$ cat src/rtl/line_toggle_grid.sv
// N x N puzzle-grid core: cell register array, row/column moves over a valid/ready
// handshake, LFSR-driven scramble FSM, saturating move counter and registered win detect.
module line_toggle_grid #(
    parameter int unsigned N              = 4,
    parameter int unsigned CELL_W         = 2,
    parameter int unsigned SCRAMBLE_MOVES = 16,
    parameter int unsigned CNT_W          = 10,
    parameter logic [15:0] SEED           = 16'hACE1
) (
    input  logic                    clk_i,
    input  logic                    rst_ni,
    input  logic                    start_i,
    input  logic                    clear_i,
    input  logic                    move_valid_i,
    output logic                    move_ready_o,
    input  logic                    move_is_col_i,
    input  logic [N-1:0]            move_sel_i,
    input  logic                    add_n_i,
    output logic [N*N*CELL_W-1:0]   cells_o,
    output logic                    busy_o,
    output logic                    win_o,
    output logic                    move_err_o,
    output logic [CNT_W-1:0]        move_count_o,
    output logic [1:0]              fsm_state_o
);

    localparam int unsigned IdxW  = (N > 1) ? $clog2(N) : 1;
    localparam int unsigned RemW  = $clog2(SCRAMBLE_MOVES + 1);
    localparam int unsigned GridW = N * N * CELL_W;
    localparam logic [IdxW:0] IdxLim = (IdxW + 1)'(N);

    typedef enum logic [1:0] {
        StIdle     = 2'd0,
        StScramble = 2'd1,
        StPlay     = 2'd2,
        StWon      = 2'd3
    } state_e;

    state_e             state_q, state_d;
    logic [GridW-1:0]   cells_q, cells_d;
    logic [15:0]        lfsr_q, lfsr_d;
    logic [RemW-1:0]    rem_q, rem_d;
    logic [CNT_W-1:0]   count_q, count_d;
    logic               err_q, err_d;

    logic               move_fire;
    logic               legal;
    logic               uniform;
    logic [IdxW-1:0]    scr_idx;
    logic               scr_hit;
    logic               apply_en;
    logic               apply_col;
    logic               apply_inc;
    logic [N-1:0]       apply_sel;

    // Handshake, one-hot legality and LFSR decode for the scramble step
    always_comb begin
        move_ready_o = ((state_q == StIdle) || (state_q == StPlay)) && !start_i && !clear_i;
        move_fire    = move_valid_i && move_ready_o;
        legal        = (move_sel_i != '0) && ((move_sel_i & (move_sel_i - N'(1))) == '0);
        scr_idx      = lfsr_q[IdxW-1:0];
        // Indices >= N are no-op cycles when N is not a power of two
        scr_hit      = (state_q == StScramble) && ({1'b0, scr_idx} < IdxLim);
        lfsr_d       = {lfsr_q[14:0], lfsr_q[15] ^ lfsr_q[13] ^ lfsr_q[12] ^ lfsr_q[10]};
    end

    // Win detect looks at the registered grid, so WON lags the final move by one cycle
    always_comb begin
        uniform = 1'b1;
        for (int unsigned k = 1; k < N * N; k++) begin
            if (cells_q[k*CELL_W +: CELL_W] != cells_q[0 +: CELL_W]) begin
                uniform = 1'b0;
            end
        end
    end

    // Select which move (scramble or user) drives the grid this cycle
    always_comb begin
        apply_en  = 1'b0;
        apply_col = 1'b0;
        apply_inc = 1'b0;
        apply_sel = '0;
        if (scr_hit) begin
            apply_en  = 1'b1;
            apply_col = lfsr_q[15];
            apply_inc = 1'b1;
            apply_sel = N'(1) << scr_idx;
        end else if (move_fire && legal) begin
            apply_en  = 1'b1;
            apply_col = move_is_col_i;
            apply_inc = add_n_i;
            apply_sel = move_sel_i;
        end
    end

    // Grid next-state: clear wins, otherwise add or subtract one on the selected line
    always_comb begin
        cells_d = cells_q;
        if (clear_i) begin
            cells_d = '0;
        end else if (apply_en) begin
            for (int unsigned r = 0; r < N; r++) begin
                for (int unsigned c = 0; c < N; c++) begin
                    if (apply_col ? apply_sel[c] : apply_sel[r]) begin
                        if (apply_inc) begin
                            cells_d[(r*N+c)*CELL_W +: CELL_W] =
                                cells_q[(r*N+c)*CELL_W +: CELL_W] + CELL_W'(1);
                        end else begin
                            cells_d[(r*N+c)*CELL_W +: CELL_W] =
                                cells_q[(r*N+c)*CELL_W +: CELL_W] - CELL_W'(1);
                        end
                    end
                end
            end
        end
    end

    // FSM next-state, remaining-scramble count and saturating move counter
    always_comb begin
        state_d = state_q;
        rem_d   = rem_q;
        count_d = count_q;
        err_d   = move_fire && !legal;
        if (clear_i) begin
            state_d = StIdle;
            rem_d   = '0;
            count_d = '0;
        end else if (start_i && (state_q != StScramble)) begin
            state_d = StScramble;
            rem_d   = RemW'(SCRAMBLE_MOVES);
        end else begin
            case (state_q)
                StScramble: begin
                    if (scr_hit) begin
                        rem_d = rem_q - RemW'(1);
                        if (rem_q == RemW'(1)) begin
                            state_d = StPlay;
                            count_d = '0;
                        end
                    end
                end
                StPlay: begin
                    if (move_fire && legal && (count_q != '1)) begin
                        count_d = count_q + CNT_W'(1);
                    end
                    if (uniform) begin
                        state_d = StWon;
                    end
                end
                default: ;
            endcase
        end
    end

    // State registers; the LFSR free-runs and is untouched by clear
    always_ff @(posedge clk_i or negedge rst_ni) begin
        if (!rst_ni) begin
            state_q <= StIdle;
            cells_q <= '0;
            lfsr_q  <= SEED;
            rem_q   <= '0;
            count_q <= '0;
            err_q   <= 1'b0;
        end else begin
            state_q <= state_d;
            cells_q <= cells_d;
            lfsr_q  <= lfsr_d;
            rem_q   <= rem_d;
            count_q <= count_d;
            err_q   <= err_d;
        end
    end

    // Registered outputs decoded from state
    always_comb begin
        cells_o      = cells_q;
        busy_o       = (state_q == StScramble);
        win_o        = (state_q == StWon);
        move_err_o   = err_q;
        move_count_o = count_q;
        fsm_state_o  = state_q;
    end

endmodule

$ cat config.mk
export PLATFORM = sky130hd
export DESIGN_NAME = line_toggle_grid
export DESIGN_NICKNAME = d
export VERILOG_FILES = /design/src/rtl/line_toggle_grid.sv
export SDC_FILE = /design/constraint.sdc
export NUM_CORES = 1
export LEC_CHECK = 0
export ABC_AREA = 1
export BUFFER_PORTS_ARGS = -buffer_cell sky130_fd_sc_hd__buf_2
export CAP_MARGIN = 20
export CORE_ASPECT_RATIO = 0.7
export CORE_UTILIZATION = 57
export DETAILED_ROUTE_END_ITERATION = 10
export HOLD_SLACK_MARGIN = 0.03
export PLACE_DENSITY = 0.78
export SYNTH_ARGS = -nofsm -noshare
export SYNTH_HDL_FRONTEND = slang
export SYNTH_SLANG_ARGS = --single-unit
$ cat constraint.sdc
create_clock -name clk_i -period 1.91 [get_ports clk_i]
set_clock_uncertainty 0.15 [all_clocks]
set_input_delay 0.382 -clock clk_i [delete_from_list [all_inputs] [get_ports clk_i]]
set_output_delay 0.382 -clock clk_i [all_outputs]
set_load 0.03 [all_outputs]
==> flow_metrics.env, run 1 <==
export IMPL_setup_worst_path_start="fsm_state_o[0]"
export IMPL_syn_mean_instance_area_um2=7.79
export IMPL_wl_met2_um=4510
export IMPL_drc=0
export IMPL_reg2reg_to="cells_o[16]"
export IMPL_grt_pass1_wl_um=16400
export IMPL_ys_top_cells_by_area="dfrtp_1, nand2_1, nand3_1, dfstp_2, inv_1"
export IMPL_end_kind="flip-flop"
export IMPL_final_core_util_pct=73.7
export IMPL_cts_tree="done"
export IMPL_m1WireLength_um=4640
export IMPL_final_period_utilization_pct=97.5
export IMPL_power_mw=5.12
export IMPL_port_buffers=58
export IMPL_ir_worst_vdd_mv=0.568
export IMPL_relSlewSlack_pct=75.9
export IMPL_run_status="finished clean"
export IMPL_hp_start="lfsr_q[14]"
export IMPL_crit_fanout=9
export IMPL_rrSetupSlack_ns=0.05
export IMPL_dp_slack_ns=-0.0519
export IMPL_dieWidth_um=100
export IMPL_layout_common_cells="nand2_1, nand3_1, buf_2"
export IMPL_setup_viol=0
export IMPL_yosysTopAreaCellShare_pct=37.7
export IMPL_grt_pass1_vias=3386
export IMPL_die_h_um=70.7
export IMPL_finalMaxSlewViolations=0
export IMPL_synth_main_ff_cell="dfrtp_1"
export IMPL_hold_viol=0
export IMPL_syn_nets=508
export IMPL_hp_class="reg -> reg"
export IMPL_criticalPathCategory="reg -> reg"
export IMPL_nets=596
export IMPL_max_cap_viol_count=0
export IMPL_clk_pin_slew_ns=0.08
export IMPL_rsz0062_at_grt="yes"
export IMPL_highest_layer="met4"
export IMPL_start_util_pct=60.4
export IMPL_antenna_diode_count=0
export IMPL_yosysSeqAreaShare_pct=43.2
export IMPL_fin_area_um2=4690
export IMPL_place_congestion=0.841
export IMPL_yosysWarnings=0
export IMPL_final_common_cell="nand2_1"
export IMPL_ys_async_sr_fraction_pct=100
export IMPL_instances_no_fill=678
export IMPL_ys_types=38
export IMPL_avgViaCountPerCell=5.47
export IMPL_grt_max_degree=67
export IMPL_ff2ff_path_depth=9
export IMPL_clockBufferDepth=2
export IMPL_worstMarginPinSlew_ns=0.362
export IMPL_p_per_area_nw_per_um2=1090
export IMPL_die_area_um2=7090
export IMPL_cts_root_buf="clkbuf_8"
export IMPL_final_seq_area_um2=1660
export IMPL_dp_hpwl_um=7080
export IMPL_io_pins=59
export IMPL_r2r_start="fsm_state_o[0]"
export IMPL_wl_met3_um=825
export IMPL_synth_cells=494
export IMPL_synth_edf_count=0
export IMPL_cts_sinks=66
export IMPL_arrival_ns=2.00
export IMPL_first_pass_iters=5
export IMPL_drive_above_1_share_pct=25.7
export IMPL_vias=3709
export IMPL_cp_endpoint="cells_o[16]"
export IMPL_place_area_um2=4410
export IMPL_yosys_register_bits=66
export IMPL_leakagePower_nw=2.58
export IMPL_worstPathRequired_ns=2.05
export IMPL_synthToLayoutAreaGrowth_pct=22.0
export IMPL_numCtsBuffers=9
export IMPL_rows=24
export IMPL_clock_latency_ns=0.35
export IMPL_fillers=488
export IMPL_syn_cell_area_um2=3850
export IMPL_routed_wl_um=10100
export IMPL_layout_min_cycle_time_ns=1.86
export IMPL_overflow=0
export IMPL_synth_top_area_cell="dfrtp_1"
export IMPL_antenna_found_initial=0
export IMPL_coreArea_um2=6370
export IMPL_drt_initial_drc_count=238
export IMPL_grt_usage_pct=30.2
export IMPL_maxClockFrequency_ghz=0.537
export IMPL_dp_cells=659
export IMPL_ant_nets=0
export IMPL_multi_input_area_um2=1990
export IMPL_cp_start_kind="flip-flop"
export IMPL_cts_max_level=3
export IMPL_setup_ws_ns=0.0485
export IMPL_wl_per_cell_um=14.9
per-layer routing:
metal	up-vias	track usage [%]
met1	1739	43.4
met4	0	11.6
li1	1791	-
met3	13	8.40
met2	166	43.6
met5	-	0
cells by family after synthesis:
family | Yosys count | share of synthesized area, %
AO/OA/AOI/OAI | 27 | 3.90
XOR/XNOR | 26 | 5.92
adder cells (fa/ha/maj) | 3 | 0.976
buffers and inverters | 58 | 6.50
flip-flops | 66 | 43.2
multiplexers | 1 | 0.293
AND/OR/NAND/NOR | 313 | 39.2
critical path: stages (launching register included):
cell	delay, ns
dfrtp_2	0.47
inv_2	0.10
nand2_4	0.07
nor2_8	0.15
nand4_4	0.20
nand2_4	0.17
nand2_2	0.16
nand2_1	0.15
nand3_1	0.09
nand2_1	0.09
cell type report:
class	count	area share [%]
Inverter	46	3.73
Timing Repair Buffer	89	11.7
Clock buffer	9	2.64
Clock inverter	7	1.63
Sequential cell	66	35.4
Tap cell	91	2.43
Multi-Input combinational cell	370	42.4
where the power goes:
group	total (mW)	switching, mW	internal, mW
registers	1.72	0.179	1.54
logic	2.18	1.39	0.789
clock network	1.22	0.606	0.611
stage by stage:
stage	hold slack (ns)	TNS, ns
2_1_floorplan	-0.0636	0
3_3_place_gp	0.183	0
3_5_place_dp	0.186	-0.271
4_1_cts	0.208	0
5_1_grt	0.215	-0.182
6_report	0.204	0
repair_timing:
action | CTS | global route
hold buffers | 1 | 0
buffers inserted | 0 | 2
endpoints found under the setup margin | 1 | 34
pin swaps | 0 | 3
resized for setup | 1 | 19
hold endpoints to repair | 58 | 0
synth_stat cells, types with 3 or more instances:
library cell	instances
nand4_1	22
dfrtp_1	58
a21oi_1	7
xor2_1	18
buf_2	3
dfstp_2	8
ha_1	3
buf_6	3
nor2_1	38
nand2_2	9
nand2_4	3
o21ai_0	12
or2_1	4
buf_1	3
inv_1	45
nand2_1	142
nand3b_1	13
xnor2_1	8
nand3_1	67
nor3_1	3
flip-flops by register name (all words and copies together), names as in the netlist:
register      flops
cells_o          32
lfsr_q           16
move_count_o     10
rem_q             5
fsm_state_o       2
move_err_o        1
how the worst min path moves through the flow:
stage | slack [ns] | cells past startpoint | endpoint
after floorplan | -0.06 | 0 | cells_o[0]
after global placement | 0.18 | 0 | lfsr_q[15]
after detailed placement | 0.19 | 0 | lfsr_q[9]
after CTS | 0.21 | 0 | lfsr_q[15]
after global routing | 0.21 | 0 | lfsr_q[10]
final | 0.20 | 0 | lfsr_q[15]
(Power assumes the default switching activity.)
==> run 2: changes to the inputs <==
- ABC_AREA: 1 -> unset
- CORE_UTILIZATION: 57 -> 58
- CTS_BUF_LIST: unset -> sky130_fd_sc_hd__clkbuf_8
- PLACE_DENSITY: 0.78 -> 0.8
==> flow_metrics.env, run 2 <==
export IMPL_worst_ep_kind="register data pin"
export IMPL_grt_max_degree=49
export IMPL_synth_main_ff_cell="dfrtp_1"
export IMPL_run_status="aborted with a tool error"
export IMPL_ys_async_sr_fraction_pct=100
export IMPL_grt_worst_setup_endpoint="move_count_o[4]$_DFFE_PN0P_/D"
export IMPL_ys_top_cells_by_area="dfrtp_1, xor2_1, dfstp_2, nor2_1, xnor2_1"
export IMPL_synth_compound_area_share_pct=13.7
export IMPL_lastStage="global routing"
export IMPL_synthXorXnorAreaFrac_pct=11.5
export IMPL_dp_slack_ns=-0.545
export IMPL_yosysSeqAreaShare_pct=48.6
export IMPL_yosysTopAreaCellShare_pct=42.4
export IMPL_numCtsBuffers=9
export IMPL_clockBufferDepth=2
export IMPL_cts_max_level=3
export IMPL_synth_top_area_cell="dfrtp_1"
export IMPL_synth_top_family_by_area="simple AND/OR/NAND/NOR gates"
export IMPL_synth_cells=347
export IMPL_yosys_area_share_simple_pct=20.4
export IMPL_stop_error="[ERROR DPL-0038] Utilization greater than 100%, impossible to legalize"
export IMPL_ys_types=46
export IMPL_synthMostInstantiatedCell="dfrtp_1"
export IMPL_synth_fa_ha_area_share_pct=1.10
export IMPL_yosys_register_bits=66
export IMPL_die_h_um=66.3
export IMPL_synthTopCellsByCount="dfrtp_1, nor2_1, a21oi_1"
export IMPL_rows=22
export IMPL_io_pins=59
export IMPL_syn_mean_instance_area_um2=9.86
export IMPL_muxShareOfSynthArea_pct=2.38
export IMPL_cts_sinks=66
export IMPL_yosysWarnings=0
export IMPL_dp_hpwl_um=7040
export IMPL_synth_edf_count=0
export IMPL_place_congestion=0.911
export IMPL_syn_cell_area_um2=3420
export IMPL_syn_nets=361
export IMPL_start_util_pct=62.8
export IMPL_cts_root_buf="clkbuf_8"
export IMPL_port_buffers=58
export IMPL_dieWidth_um=93.8
run 2: changes by cell type after synthesis, sizes merged, moves of 6 or more:
cell	previous run	this run
nand3b	13	0
a21oi	8	30
xor2	18	26
xnor2	8	19
or2	6	0
nand2b	0	10
nand3	69	9
inv	46	7
nor2	42	49
nand2	154	19
or3	0	10
nand4	24	5
mux2i	0	7
a31o	0	6
run 2: repair_timing:
action / CTS
hold buffers: 1
resized for setup: 70
hold endpoints to repair: 11
cloned: 1
pin swaps: 29
setup buffers: 24
setup endpoints to repair: 42
run 2: kinds of logic after synthesis:
group | after synthesis
AOI/OAI and AO/OA | 73
xor gates and xnor gates | 45
adders and majority gates | 3
buffers and inverters | 19
DFF | 66
muxes | 8
and+or+nand+nor | 133
run 2: through the flow:
stage                     area, µm²  TNS (ns)  hold WS [ns]  cells
after floorplan                3560    -14.86       -0.0636    347
after global placement         4520    -12.21         0.158    547
after detailed placement       4520    -15.86         0.158    547
after CTS                      5300     -9.12         0.206    589
==> run 3: changes to the inputs <==
- CORE_ASPECT_RATIO: 0.7 -> unset
- CORE_UTILIZATION: 58 -> 40
- CTS_BUF_LIST: sky130_fd_sc_hd__clkbuf_8 -> unset
- HOLD_SLACK_MARGIN: 0.03 -> unset
- PLACE_DENSITY: 0.8 -> unset
- PLACE_DENSITY_LB_ADDON: unset -> 0.15
==> flow_metrics.env, run 3 <==
export IMPL_run_status="complete, but fails checks"
export IMPL_cts_max_level=3
export IMPL_clk_pin_slew_ns=0.08
export IMPL_p_per_area_nw_per_um2=696
export IMPL_r2r_start="fsm_state_o[0]"
export IMPL_largest_reg_flops=32
export IMPL_cp_cell_sequence="buf_6 -> nor3_4 -> nand2_2 -> o32ai_4 -> buf_12 -> mux2i_2 -> buf_4 -> xnor2_1 -> nor2_1"
export IMPL_io_pins=59
export IMPL_criticalPathCategory="reg -> reg"
export IMPL_ys_types=46
export IMPL_cts_root_buf="clkbuf_8"
export IMPL_dp_hpwl_um=6760
export IMPL_first_pass_iters=4
export IMPL_multi_input_area_um2=2110
export IMPL_min_path_cells=0
export IMPL_grt_max_degree=45
export IMPL_port_buffers=58
export IMPL_vias=3215
export IMPL_final_core_util_pct=64.4
export IMPL_slowest_delay_ns=0.45
export IMPL_syn_nets=361
export IMPL_end_kind="flip-flop"
export IMPL_setup_viol=35
export IMPL_arrival_ns=2.28
export IMPL_wl_per_cell_um=15.5
export IMPL_hp_class="reg -> reg"
export IMPL_fin_area_um2=5320
export IMPL_violations="negative setup slack"
export IMPL_synthTopCellsByCount="dfrtp_1, nor2_1, a21oi_1"
export IMPL_overflow=0
export IMPL_final_common_cell="buf_4"
export IMPL_leakagePower_nw=2.54
export IMPL_nets=523
export IMPL_ff2ff_path_depth=9
export IMPL_synth_top_area_cell="dfrtp_1"
export IMPL_synth_main_ff_cell="dfrtp_1"
export IMPL_die_area_um2=8930
export IMPL_instances_no_fill=619
export IMPL_coreArea_um2=8260
export IMPL_worstMarginPinSlew_ns=0.499
export IMPL_place_congestion=0.798
export IMPL_finalMaxSlewViolations=0
export IMPL_synth_edf_count=0
export IMPL_dieWidth_um=94.5
export IMPL_avgViaCountPerCell=5.19
export IMPL_layout_min_cycle_time_ns=2.21
export IMPL_yosysTopAreaCellShare_pct=42.4
export IMPL_hold_path_end="lfsr_q[15]"
export IMPL_start_util_pct=41.4
export IMPL_hold_viol=0
export IMPL_slowest_stage="dfrtp_2"
export IMPL_reg2reg_to="cells_o[16]"
export IMPL_rsz0062_at_grt="yes"
export IMPL_yosysWarnings=0
export IMPL_fillers=667
export IMPL_routed_wl_um=9580
export IMPL_synth_cells=347
export IMPL_antenna_diode_count=0
export IMPL_relSlewSlack_pct=66.7
export IMPL_place_area_um2=4650
export IMPL_maxClockFrequency_ghz=0.452
export IMPL_worstPathRequired_ns=1.98
export IMPL_final_seq_area_um2=1670
export IMPL_power_mw=3.70
export IMPL_cp_start_kind="flip-flop"
export IMPL_die_h_um=94.5
export IMPL_cts_tree="done"
export IMPL_antenna_found_initial=0
export IMPL_crit_fanout=10
export IMPL_synthMostInstantiatedCell="dfrtp_1"
export IMPL_grt_pass1_vias=3247
export IMPL_setup_tns_ns=-7.30
export IMPL_numCtsBuffers=9
export IMPL_syn_mean_instance_area_um2=9.86
export IMPL_max_cap_viol_count=0
export IMPL_hp_start="lfsr_q[14]"
export IMPL_ys_top_cells_by_area="dfrtp_1, xor2_1, dfstp_2, nor2_1, xnor2_1"
export IMPL_synthToLayoutAreaGrowth_pct=55.4
export IMPL_drive_above_1_share_pct=51.0
export IMPL_drt_initial_drc_count=126
export IMPL_ir_worst_vdd_mv=0.416
export IMPL_rrSetupSlack_ns=-0.30
export IMPL_ant_nets=0
export IMPL_rows=33
export IMPL_setup_ws_ns=-0.305
export IMPL_clock_latency_ns=0.34
export IMPL_yosysSeqAreaShare_pct=48.6
export IMPL_syn_cell_area_um2=3420
export IMPL_drc=0
export IMPL_final_period_utilization_pct=116
export IMPL_cts_sinks=66
export IMPL_grt_pass1_wl_um=15900
export IMPL_yosys_register_bits=66
export IMPL_grt_usage_pct=23.3
export IMPL_ys_async_sr_fraction_pct=100
export IMPL_layout_common_cells="buf_4, buf_2, dfrtp_1"
export IMPL_clockBufferDepth=2
export IMPL_dp_cells=592
## run 3: cell counts after synthesis
No cell type changed its count.
## run 3: layout make-up
| type | instances | share of cell area [%] |
|---|---|---|
| repair buffers | 163 | 21.9 |
| multi-input cells | 262 | 39.8 |
| flip-flops and latches | 66 | 31.4 |
| clock buffers | 12 | 2.54 |
| inverters | 7 | 0.494 |
| clock inverters | 4 | 1.44 |
| well taps | 105 | 2.47 |
## run 3: layer usage
metal / vias to the layer above / wire [µm] / share of wire (%) / GRT usage (%)
li1: 1554 / - / - / -
met5: - / 0 / 0 / 0
met3: 18 / 372 / 3.9 / 5.72
met2: 74 / 4780 / 50 / 38.8
met1: 1569 / 4230 / 44 / 30.5
met4: 0 / 197 / 2.1 / 5.81
## run 3: repair_timing
item,4_1_cts,5_1_grt
hold buffers,1,0
pin swaps,18,11
endpoints found under the setup margin,40,42
resized for setup,44,35
endpoints found under the hold margin,11,0
setup buffers,5,6
## run 3: how the worst max path moves through the flow
stage	startpoint	end	slack (ns)	cells past startpoint
6_report	fsm_state_o[0]	cells_o[16]	-0.30	9
5_1_grt	rem_q[1]	move_count_o[7]	-0.42	9
4_1_cts	fsm_state_o[0]	cells_o[23]	-0.32	8
3_5_place_dp	move_sel_i[1]	move_count_o[9]	-0.55	8
3_3_place_gp	move_sel_i[3]	move_count_o[9]	-0.51	8
2_1_floorplan	fsm_state_o[0]	cells_o[23]	-0.62	7
## run 3: where the power goes
part / switching, mW / leakage, nW / internal, mW
combinational: 0.504 / 1.56 / 0.403
sequential: 0.0580 / 0.873 / 1.45
clock: 0.547 / 0.101 / 0.740
## run 3: critical path, delay by kind of cell, from the launching register on
kind	cells	cell delay [ns]
mux	1	0.29
buf+inv	3	0.49
simple gates	3	0.30
xor+xnor	1	0.10
compound gates	1	0.31
flops	1	0.45
## run 3: metrics by stage
step | hold slack, ns | setup slack (ns)
after global routing | 0.208 | -0.424
after detailed placement | 0.157 | -0.546
after floorplan | -0.0636 | -0.621
final | 0.203 | -0.305
after global placement | 0.165 | -0.505
after CTS | 0.205 | -0.324
## run 3: logic make-up (layout without fill, tap and decap cells)
logic type                 Yosys count  after routing  synth area share, %
xor gates and xnor gates            45             45                 11.5
adders and majority gates            3              3                 1.10
DFF                                 66             66                 48.6
AOI/OAI and AO/OA                   73             73                 13.7
muxes                                8              8                 2.38
and+or+nand+nor                    133            133                 20.4
buffers and inverters               19            186                 2.34
==> run 4: changes to the inputs <==
- CTS_CLUSTER_DIAMETER: unset -> 50
- SETUP_SLACK_MARGIN: unset -> 0.5
==> flow_metrics.env, run 4 (synthesis gave the netlist of run 3 again) <==
export IMPL_run_status="complete, but fails checks"
export IMPL_violations="negative setup slack"
export IMPL_clkPwrFrac_pct=27.9
export IMPL_wl_per_cell_um=17.3
export IMPL_cts_tree="done"
export IMPL_slowest_stage="dfrtp_2"
export IMPL_setup_worst_path_start="fsm_state_o[0]"
export IMPL_first_pass_iters=4
export IMPL_arrival_ns=2.33
export IMPL_cp_start_kind="flip-flop"
export IMPL_io_pins=59
export IMPL_layout_common_cells="buf_6, buf_4, nor2_1"
export IMPL_power_mw=3.77
export IMPL_clk_pin_slew_ns=0.08
export IMPL_grt_pass1_wl_um=16800
export IMPL_overflow=0
export IMPL_crit_fanout=5
export IMPL_slowest_delay_ns=0.43
export IMPL_setup_ws_ns=-0.368
export IMPL_p_per_area_nw_per_um2=590
export IMPL_cts_sinks=66
export IMPL_rsz0062_at_grt="yes"
export IMPL_p_switching_mw=1.23
export IMPL_rows=33
export IMPL_grt_pass1_vias=3455
export IMPL_cts_max_level=3
export IMPL_vias=3556
export IMPL_final_period_utilization_pct=119
export IMPL_relSlewSlack_pct=62.5
export IMPL_worstMarginPinSlew_ns=0.562
export IMPL_crit_top_cell="buf_6"
export IMPL_start_util_pct=41.4
export IMPL_ff2ff_path_depth=10
export IMPL_p_int_mw=2.54
export IMPL_dieWidth_um=94.5
export IMPL_synthToLayoutAreaGrowth_pct=86.8
export IMPL_max_cap_viol_count=0
export IMPL_hp_class="reg -> reg"
export IMPL_port_buffers=58
export IMPL_worstPathRequired_ns=1.96
export IMPL_drt_initial_drc_count=157
export IMPL_dp_hpwl_um=6490
export IMPL_final_core_util_pct=77.4
export IMPL_coreArea_um2=8260
export IMPL_layout_min_cycle_time_ns=2.28
export IMPL_fillers=470
export IMPL_cp_cell_sequence="nor4b_4 -> buf_6 -> buf_6 -> buf_6 -> a31oi_4 -> buf_6 -> a21oi_4 -> buf_6 -> xor2_1 -> nor2_1"
export IMPL_die_h_um=94.5
export IMPL_antenna_found_initial=0
export IMPL_leakagePower_nw=2.92
export IMPL_nets=574
export IMPL_sw_frac_of_total_pct=32.6
export IMPL_drc=0
export IMPL_clock_latency_ns=0.35
export IMPL_maxClockFrequency_ghz=0.439
export IMPL_largest_reg_flops=32
export IMPL_finalMaxSlewViolations=0
export IMPL_hold_viol=0
export IMPL_routed_wl_um=11600
export IMPL_criticalPathCategory="reg -> reg"
export IMPL_die_area_um2=8930
export IMPL_antenna_diode_count=0
export IMPL_grt_usage_pct=24.7
export IMPL_ir_worst_vdd_mv=0.390
export IMPL_r2r_start="fsm_state_o[0]"
export IMPL_p_seq_share_pct=39.9
export IMPL_hp_start="lfsr_q[14]"
export IMPL_numCtsBuffers=9
export IMPL_min_path_cells=0
export IMPL_power_frac_comb_pct=32.1
export IMPL_clockBufferDepth=2
export IMPL_ant_nets=0
export IMPL_avgViaCountPerCell=5.31
export IMPL_setup_viol=44
export IMPL_end_kind="flip-flop"
export IMPL_drive_above_1_share_pct=59.8
export IMPL_grt_max_degree=67
export IMPL_cts_root_buf="clkbuf_8"
export IMPL_final_common_cell="buf_6"
export IMPL_place_congestion=0.815
run 4: cell types whose count changed in the layout (fill, tap and decap cells not counted), sizes merged:
cell    previous run  this run
buf              162       213
bufinv             2         0
clkbuf            12        13
clkinv             1         2
run 4: path summary, 6_finish.rpt:
| path | endpoint | slack [ns] |
|---|---|---|
| min in group asynchronous | move_count_o[6] | 0.39 |
| worst min-delay path | lfsr_q[15] | 0.20 |
| worst min register to register | lfsr_q[15] | 0.20 |
| worst max-delay path | cells_o[4] | -0.37 |
| worst max register to register | cells_o[4] | -0.37 |
| max in group asynchronous | lfsr_q[5] | 0.81 |
run 4: cell type report:
| type | count | area (µm²) | area share [%] |
|---|---|---|---|
| Clock buffer | 13 | 149 | 2.33 |
| Clock inverter | 3 | 17.5 | 0.274 |
| Inverter | 7 | 28.8 | 0.450 |
| Multi-Input combinational cell | 262 | 2310 | 36.1 |
| Sequential cell | 66 | 1680 | 26.3 |
| Tap cell | 105 | 131 | 2.06 |
| Timing Repair Buffer | 214 | 2070 | 32.5 |
run 4: per-stage QoR:
step / TNS [ns] / instance area [µm²] / instances / hold WS (ns) / worst slack [ns]
floorplan: -15.23 / 3590 / 347 / -0.0636 / -0.620
finish: -11.05 / 6390 / 670 / 0.198 / -0.368
CTS: -8.30 / 5840 / 642 / 0.205 / -0.293
global route: -14.10 / 6390 / 670 / 0.210 / -0.443
global placement: -17.14 / 4630 / 589 / 0.186 / -0.627
detailed placement: -20.11 / 4630 / 589 / 0.186 / -0.713
run 4: worst max-delay path, delay by kind of cell, from the launching register on:
family | cells | cell delay, ns
buffers and inverters | 5 | 0.69
AND/OR/NAND/NOR | 2 | 0.43
flip-flops | 1 | 0.43
AO/OA/AOI/OAI | 2 | 0.24
XOR/XNOR | 1 | 0.20
run 4: power groups by stage:
stage	Sequential [mW]	Clock (mW)	Combinational, mW
after floorplan	1.59	0	0.389
after global placement	1.52	0	0.741
after detailed placement	1.52	0	0.757
after CTS	1.50	1.06	1.02
after global routing	1.51	1.13	1.29
final	1.50	1.05	1.21
run 4: per-layer routing:
| metal | GRT usage [%] | up-vias | routed length [µm] |
|---|---|---|---|
| met3 | 3.86 | 25 | 490 |
| met5 | 0 | - | 0 |
| li1 | - | 1649 | - |
| met1 | 32.3 | 1765 | 4990 |
| met4 | 9.72 | 0 | 225 |
| met2 | 41.0 | 117 | 5860 |
run 4: timing repair:
item / CTS / global route
gates resized for setup: 199 / 67
cloned: 1 / 0
endpoints found under the setup margin: 97 / 98
pin swaps: 24 / 33
endpoints found under the hold margin: 58 / 0
hold buffers: 1 / 0
buffers inserted: 35 / 28
